$ cat config.mk
export PLATFORM = sky130hd
export DESIGN_NAME = speck_controller_flat
export DESIGN_NICKNAME = d
export VERILOG_FILES = /design/src/rtl/speck_controller_if.sv /design/src/rtl/speck_controller.sv /design/src/flat_wrapper.sv
export SDC_FILE = /design/constraint.sdc
export NUM_CORES = 1
export LEC_CHECK = 0
export CAP_MARGIN = 0
export CORE_AREA = 2 2 221 223
export CTS_BUF_LIST = sky130_fd_sc_hd__clkbuf_4 sky130_fd_sc_hd__clkbuf_8 sky130_fd_sc_hd__clkbuf_16
export DETAILED_ROUTE_END_ITERATION = 8
export DIE_AREA = 0 0 223 225
export GPL_ROUTABILITY_DRIVEN = 0
export HOLD_SLACK_MARGIN = 0.15
export PLACE_DENSITY = 0.89
export SYNTH_ARGS = -nofsm -noshare
export SYNTH_HDL_FRONTEND = slang
export SYNTH_SLANG_ARGS = --single-unit
$ cat constraint.sdc
create_clock -name clk -period 5.18 [get_ports clk]
set_clock_uncertainty 0.1 [all_clocks]
set_input_delay 1.554 -clock clk [delete_from_list [all_inputs] [get_ports clk]]
set_output_delay 1.554 -clock clk [all_outputs]
set_load 0.005 [all_outputs]
$ cat src/rtl/speck_controller_if.sv
// Host-side handshake bundle for the SPECK128/128 controller: block input
// (key + plaintext) and ciphertext output, each with valid/ready.
interface speck_controller_if;
  logic         in_valid;
  logic         in_ready;
  logic [127:0] key;
  logic [127:0] plaintext;
  logic         out_valid;
  logic         out_ready;
  logic [127:0] ciphertext;

  modport master (
    output in_valid, key, plaintext, out_ready,
    input  in_ready, out_valid, ciphertext
  );

  modport slave (
    input  in_valid, key, plaintext, out_ready,
    output in_ready, out_valid, ciphertext
  );
endinterface

$ cat src/rtl/speck_controller.sv
// Iterative SPECK128/128 encryptor: one round per clock, with the round key
// expanded on the fly alongside the data path. Result is held until taken.
module speck_controller #(
  parameter int ROUNDS = 32
) (
  input  logic                clk,
  input  logic                rst_n,
  speck_controller_if.slave   bus,
  output logic                busy,
  output logic [4:0]          round_idx,
  output logic [1:0]          state_response
);

  typedef enum logic [1:0] {
    IDLE  = 2'd0,
    ROUND = 2'd1,
    DONE  = 2'd2
  } state_t;

  localparam logic [4:0] LAST = 5'(ROUNDS - 1);

  state_t         state_reg, state_next;
  logic [63:0]    x_reg, x_next, y_reg, y_next;
  logic [63:0]    k_reg, k_next, l_reg, l_next;
  logic [4:0]     cnt_reg, cnt_next;
  logic [127:0]   ct_reg, ct_next;

  logic [63:0]    x_rnd, y_rnd, k_rnd, l_rnd;

  function automatic logic [63:0] ror8(input logic [63:0] v);
    return {v[7:0], v[63:8]};
  endfunction

  function automatic logic [63:0] rol3(input logic [63:0] v);
    return {v[60:0], v[63:61]};
  endfunction

  // Data round uses the current k; the schedule produces the next k in parallel.
  always_comb begin
    x_rnd = (ror8(x_reg) + y_reg) ^ k_reg;
    y_rnd = rol3(y_reg) ^ x_rnd;
    l_rnd = (k_reg + ror8(l_reg)) ^ {59'd0, cnt_reg};
    k_rnd = rol3(k_reg) ^ l_rnd;
  end

  always_comb begin
    state_next = state_reg;
    x_next     = x_reg;
    y_next     = y_reg;
    k_next     = k_reg;
    l_next     = l_reg;
    cnt_next   = cnt_reg;
    ct_next    = ct_reg;
    case (state_reg)
      IDLE: begin
        if (bus.in_valid) begin
          x_next     = bus.plaintext[127:64];
          y_next     = bus.plaintext[63:0];
          k_next     = bus.key[63:0];
          l_next     = bus.key[127:64];
          cnt_next   = 5'd0;
          state_next = ROUND;
        end
      end
      ROUND: begin
        x_next = x_rnd;
        y_next = y_rnd;
        if (cnt_reg == LAST) begin
          // Final round: no further key needed, capture the result for output.
          ct_next    = {x_rnd, y_rnd};
          state_next = DONE;
        end else begin
          k_next   = k_rnd;
          l_next   = l_rnd;
          cnt_next = cnt_reg + 5'd1;
        end
      end
      DONE: begin
        if (bus.out_ready) begin
          state_next = IDLE;
        end
      end
      default: state_next = IDLE;
    endcase
  end

  always_ff @(posedge clk or negedge rst_n) begin
    if (!rst_n) begin
      state_reg <= IDLE;
      x_reg     <= '0;
      y_reg     <= '0;
      k_reg     <= '0;
      l_reg     <= '0;
      cnt_reg   <= '0;
      ct_reg    <= '0;
    end else begin
      state_reg <= state_next;
      x_reg     <= x_next;
      y_reg     <= y_next;
      k_reg     <= k_next;
      l_reg     <= l_next;
      cnt_reg   <= cnt_next;
      ct_reg    <= ct_next;
    end
  end

  assign bus.in_ready    = (state_reg == IDLE);
  assign bus.out_valid   = (state_reg == DONE);
  assign bus.ciphertext  = ct_reg;
  assign busy            = (state_reg == ROUND);
  assign round_idx       = (state_reg == ROUND) ? cnt_reg : 5'd0;
  assign state_response  = state_reg;

endmodule
$ cat src/flat_wrapper.sv
// flat-port wrapper written by rule: the top's interface ports become plain ports
module speck_controller_flat 
#(
  parameter int ROUNDS = 32
)
  (clk, rst_n, busy, round_idx, state_response, bus_in_valid, bus_key, bus_plaintext, bus_out_ready, bus_in_ready, bus_out_valid, bus_ciphertext);
  speck_controller_if bus_i ();
  input  logic clk;
  input  logic rst_n;
  output logic busy;
  output logic [4:0] round_idx;
  output logic [1:0] state_response;
  input wire logic [$bits(bus_i.in_valid)-1:0] bus_in_valid;
  input wire logic [$bits(bus_i.key)-1:0] bus_key;
  input wire logic [$bits(bus_i.plaintext)-1:0] bus_plaintext;
  input wire logic [$bits(bus_i.out_ready)-1:0] bus_out_ready;
  output wire logic [$bits(bus_i.in_ready)-1:0] bus_in_ready;
  output wire logic [$bits(bus_i.out_valid)-1:0] bus_out_valid;
  output wire logic [$bits(bus_i.ciphertext)-1:0] bus_ciphertext;
  assign bus_i.in_valid = bus_in_valid;
  assign bus_i.key = bus_key;
  assign bus_i.plaintext = bus_plaintext;
  assign bus_i.out_ready = bus_out_ready;
  assign bus_in_ready = bus_i.in_ready;
  assign bus_out_valid = bus_i.out_valid;
  assign bus_ciphertext = bus_i.ciphertext;
  speck_controller #(.ROUNDS(ROUNDS)) u_core (.clk(clk), .rst_n(rst_n), .bus(bus_i), .busy(busy), .round_idx(round_idx), .state_response(state_response));
endmodule
==> metrics <==
Reg2Reg Depth=13; Critical Path AT=2690 ps; maxcap violations=0; Non-Filler Instances=4014; first-pass GRT wire length=139000 um; Syn Area/Cell=8.38 um2; Pre-antenna DRT Iters=8; CTS sink cnt=391; sequential-to-total area share from yosys stat=37.6%; Synthesis Warnings=0; #FFs+latches synth=391; CTS tree=built; Overflow after GRT=0; Slew Limit Fails=0; CTS Buf Count=42; vias=25600; Hold/Removal Path Class=reg -> reg; post-detailed-route DRC marker count=0; min Tclk post-route=4350 ps; RSZ-0062 raised after global routing=no; starting density of the core=54.8%; Die Outline Area=50200 um2; Port Buf Inserts=397; top-area cell type share of the netlist area=37.6%; biggest area consumer among synthesized cells=dfrtp_1; crit path from=u_core.state_response[1]$_DFFE_PN0P_; number of global-route vias before repair=24800; most common cell after layout, fill and taps aside=nand2_1; row count=80; antenna violations before repair=2; final hold vios=0; share of post-route cells with drive strength above 1=4.12%; CTS root buffer=clkbuf_16; Final nets=3755; vias per cell=6.38; worst r2r dst=u_core.y_reg[26]$_DFFE_PN0P_; clock latency on the worst-skew pair=590 ps; Bufs on Longest Clock Path=3; Cells after Synth=3111; Reg2Reg Setup Slack=1130 ps; Syn Nets=3501; EDFF count, synth=0; clock slew at reported path FFs=60 ps; GR Util All Layers=35.4%; Distinct cells, synth=81; R2R Path Start=u_core.y_reg[0]$_DFFE_PN0P_; Hold Path Depth=2; Post-synth top flop=dfrtp_1; post-DP HPWL=67300 um; Hold EP=u_core.bus.ciphertext[116]$_DFFE_PN0P_; max reg flops=128; H-tree depth=2; Least-Margin Pin Slew=1140 ps; CP Class=reg -> out; Core Area=47500 um2; Post-CTS Resized=0; drt first-iter violations=3027; Cell Area, Synth=26100 um2; Final period util=83.9%; dominant cells by area after synthesis=dfrtp_1 38%, nand2_1 7.4%, o21ai_0 6.5%; placed insts=3936; Setup Fix Bufs, Post-CTS=0; Final TNS setup=0 ps; status=complete, no violations; Worst setup EP type=output pin; commonest cells after routing, fill and taps aside=509 x nand2_1, 396 x clkdlybuf4s50_1, 391 x dfrtp_1, 338 x o21ai_0, 282 x a21oi_1; Chip Height=225 um; CP startpoint kind=flip-flop; Fillers=3682; Routed WL per cell=22.5 um; WL final=90200 um; Post-DRT Antenna Nets=0; largest net degree at the start of global routing=232; Data required, critical path=3530 ps; synthesis-to-layout area growth=21.5%; Max-slew headroom=23.9%; fmax=230 MHz; die width=223 um; cts hold-fix bufs=0; hold_sp=u_core.bus.ciphertext[116]$_DFFE_PN0P_; final setup fails=0; Critical Path Fanout Max=55; Async S/R FF share, synth=100%; # IOs=398
-- cell families (layout without fill, tap and decap cells) --
kind of cell,Yosys count,in the layout,synth area share (%)
xor+xnor,309,309,10.8
buf+inv,244,531,3.61
compound gates,1014,1014,23.4
simple gates,986,986,16.9
mux,37,37,1.46
fa+ha+maj,130,130,6.30
flops,391,391,37.6
other cells,0,1,0
-- metrics by stage --
stage | utilization, % | instance area, um2 | setup slack, ps | hold WS [ps]
CTS | 66.6 | 31600 | 841 | 384
detailed placement | 63.7 | 30300 | 1170 | 371
global placement | 63.7 | 30300 | 1280 | 363
finish | 66.6 | 31600 | 834 | 381
floorplan | - | 26100 | 1860 | 356
global route | 66.6 | 31600 | 752 | 397
-- how the worst max path moves through the flow --
stage / endpoint / slack [ps] / depth (start not counted)
floorplan: u_core.y_reg[62]$_DFFE_PN0P_ / 1860 / 13
global placement: u_core.x_reg[26]$_DFFE_PN0P_ / 1280 / 6
detailed placement: u_core.x_reg[48]$_DFFE_PN0P_ / 1170 / 6
CTS: round_idx[0] / 840 / 4
global route: round_idx[0] / 750 / 4
finish: round_idx[0] / 830 / 4
-- final cells by class --
class / instances / area, um2 / share of cell area (%)
multi-input combinational: 2476 / 15400 / 48.5
sequential: 391 / 9780 / 30.9
timing repair buffer: 412 / 4190 / 13.2
clock buffer: 51 / 1140 / 3.61
tap: 615 / 769 / 2.43
clock inverter: 26 / 228 / 0.720
inverter: 42 / 165 / 0.522
antenna: 1 / 2.50 / 0.00791
-- per-layer routing --
metal,GRT usage [%],up-vias,routed length (um)
met4,15.9,2,4320
met1,46.0,12100,34400
met5,0,-,15
li1,-,11600,-
met3,8.76,294,10900
met2,56.0,1630,40600
-- worst max-delay path, cell delays in order (launching register included) --
cell             delay (ps)
dfrtp_1                 450
nand2b_4                410
inv_6                   470
and2_1                  210
clkdlybuf4s50_1         500
-- synthesized netlist by cell type (all sizes together) (5+ instances only) --
cell / instances
buf: 25
and3: 91
nand4: 51
ha: 128
nor2: 180
or3: 5
nand3: 40
a22oi: 64
or2: 6
mux2: 8
or4: 7
inv: 41
xnor2: 163
a211oi: 14
mux2i: 29
xor2: 138
a21boi: 6
and4: 8
and2: 15
a21o: 87
o31ai: 11
a31o: 5
o211ai: 21
nand2: 511
nand2b: 15
xnor3: 8
o21a: 19
nor4: 6
nor2b: 9
o21bai: 22
o21ai: 359
dfrtp: 391
a31oi: 72
clkbuf: 177
nor3: 33
a21oi: 286
Power is left out: the tool's default activity adds up to more than one toggle a clock period on the data nets, which glitch-free logic cannot reach.
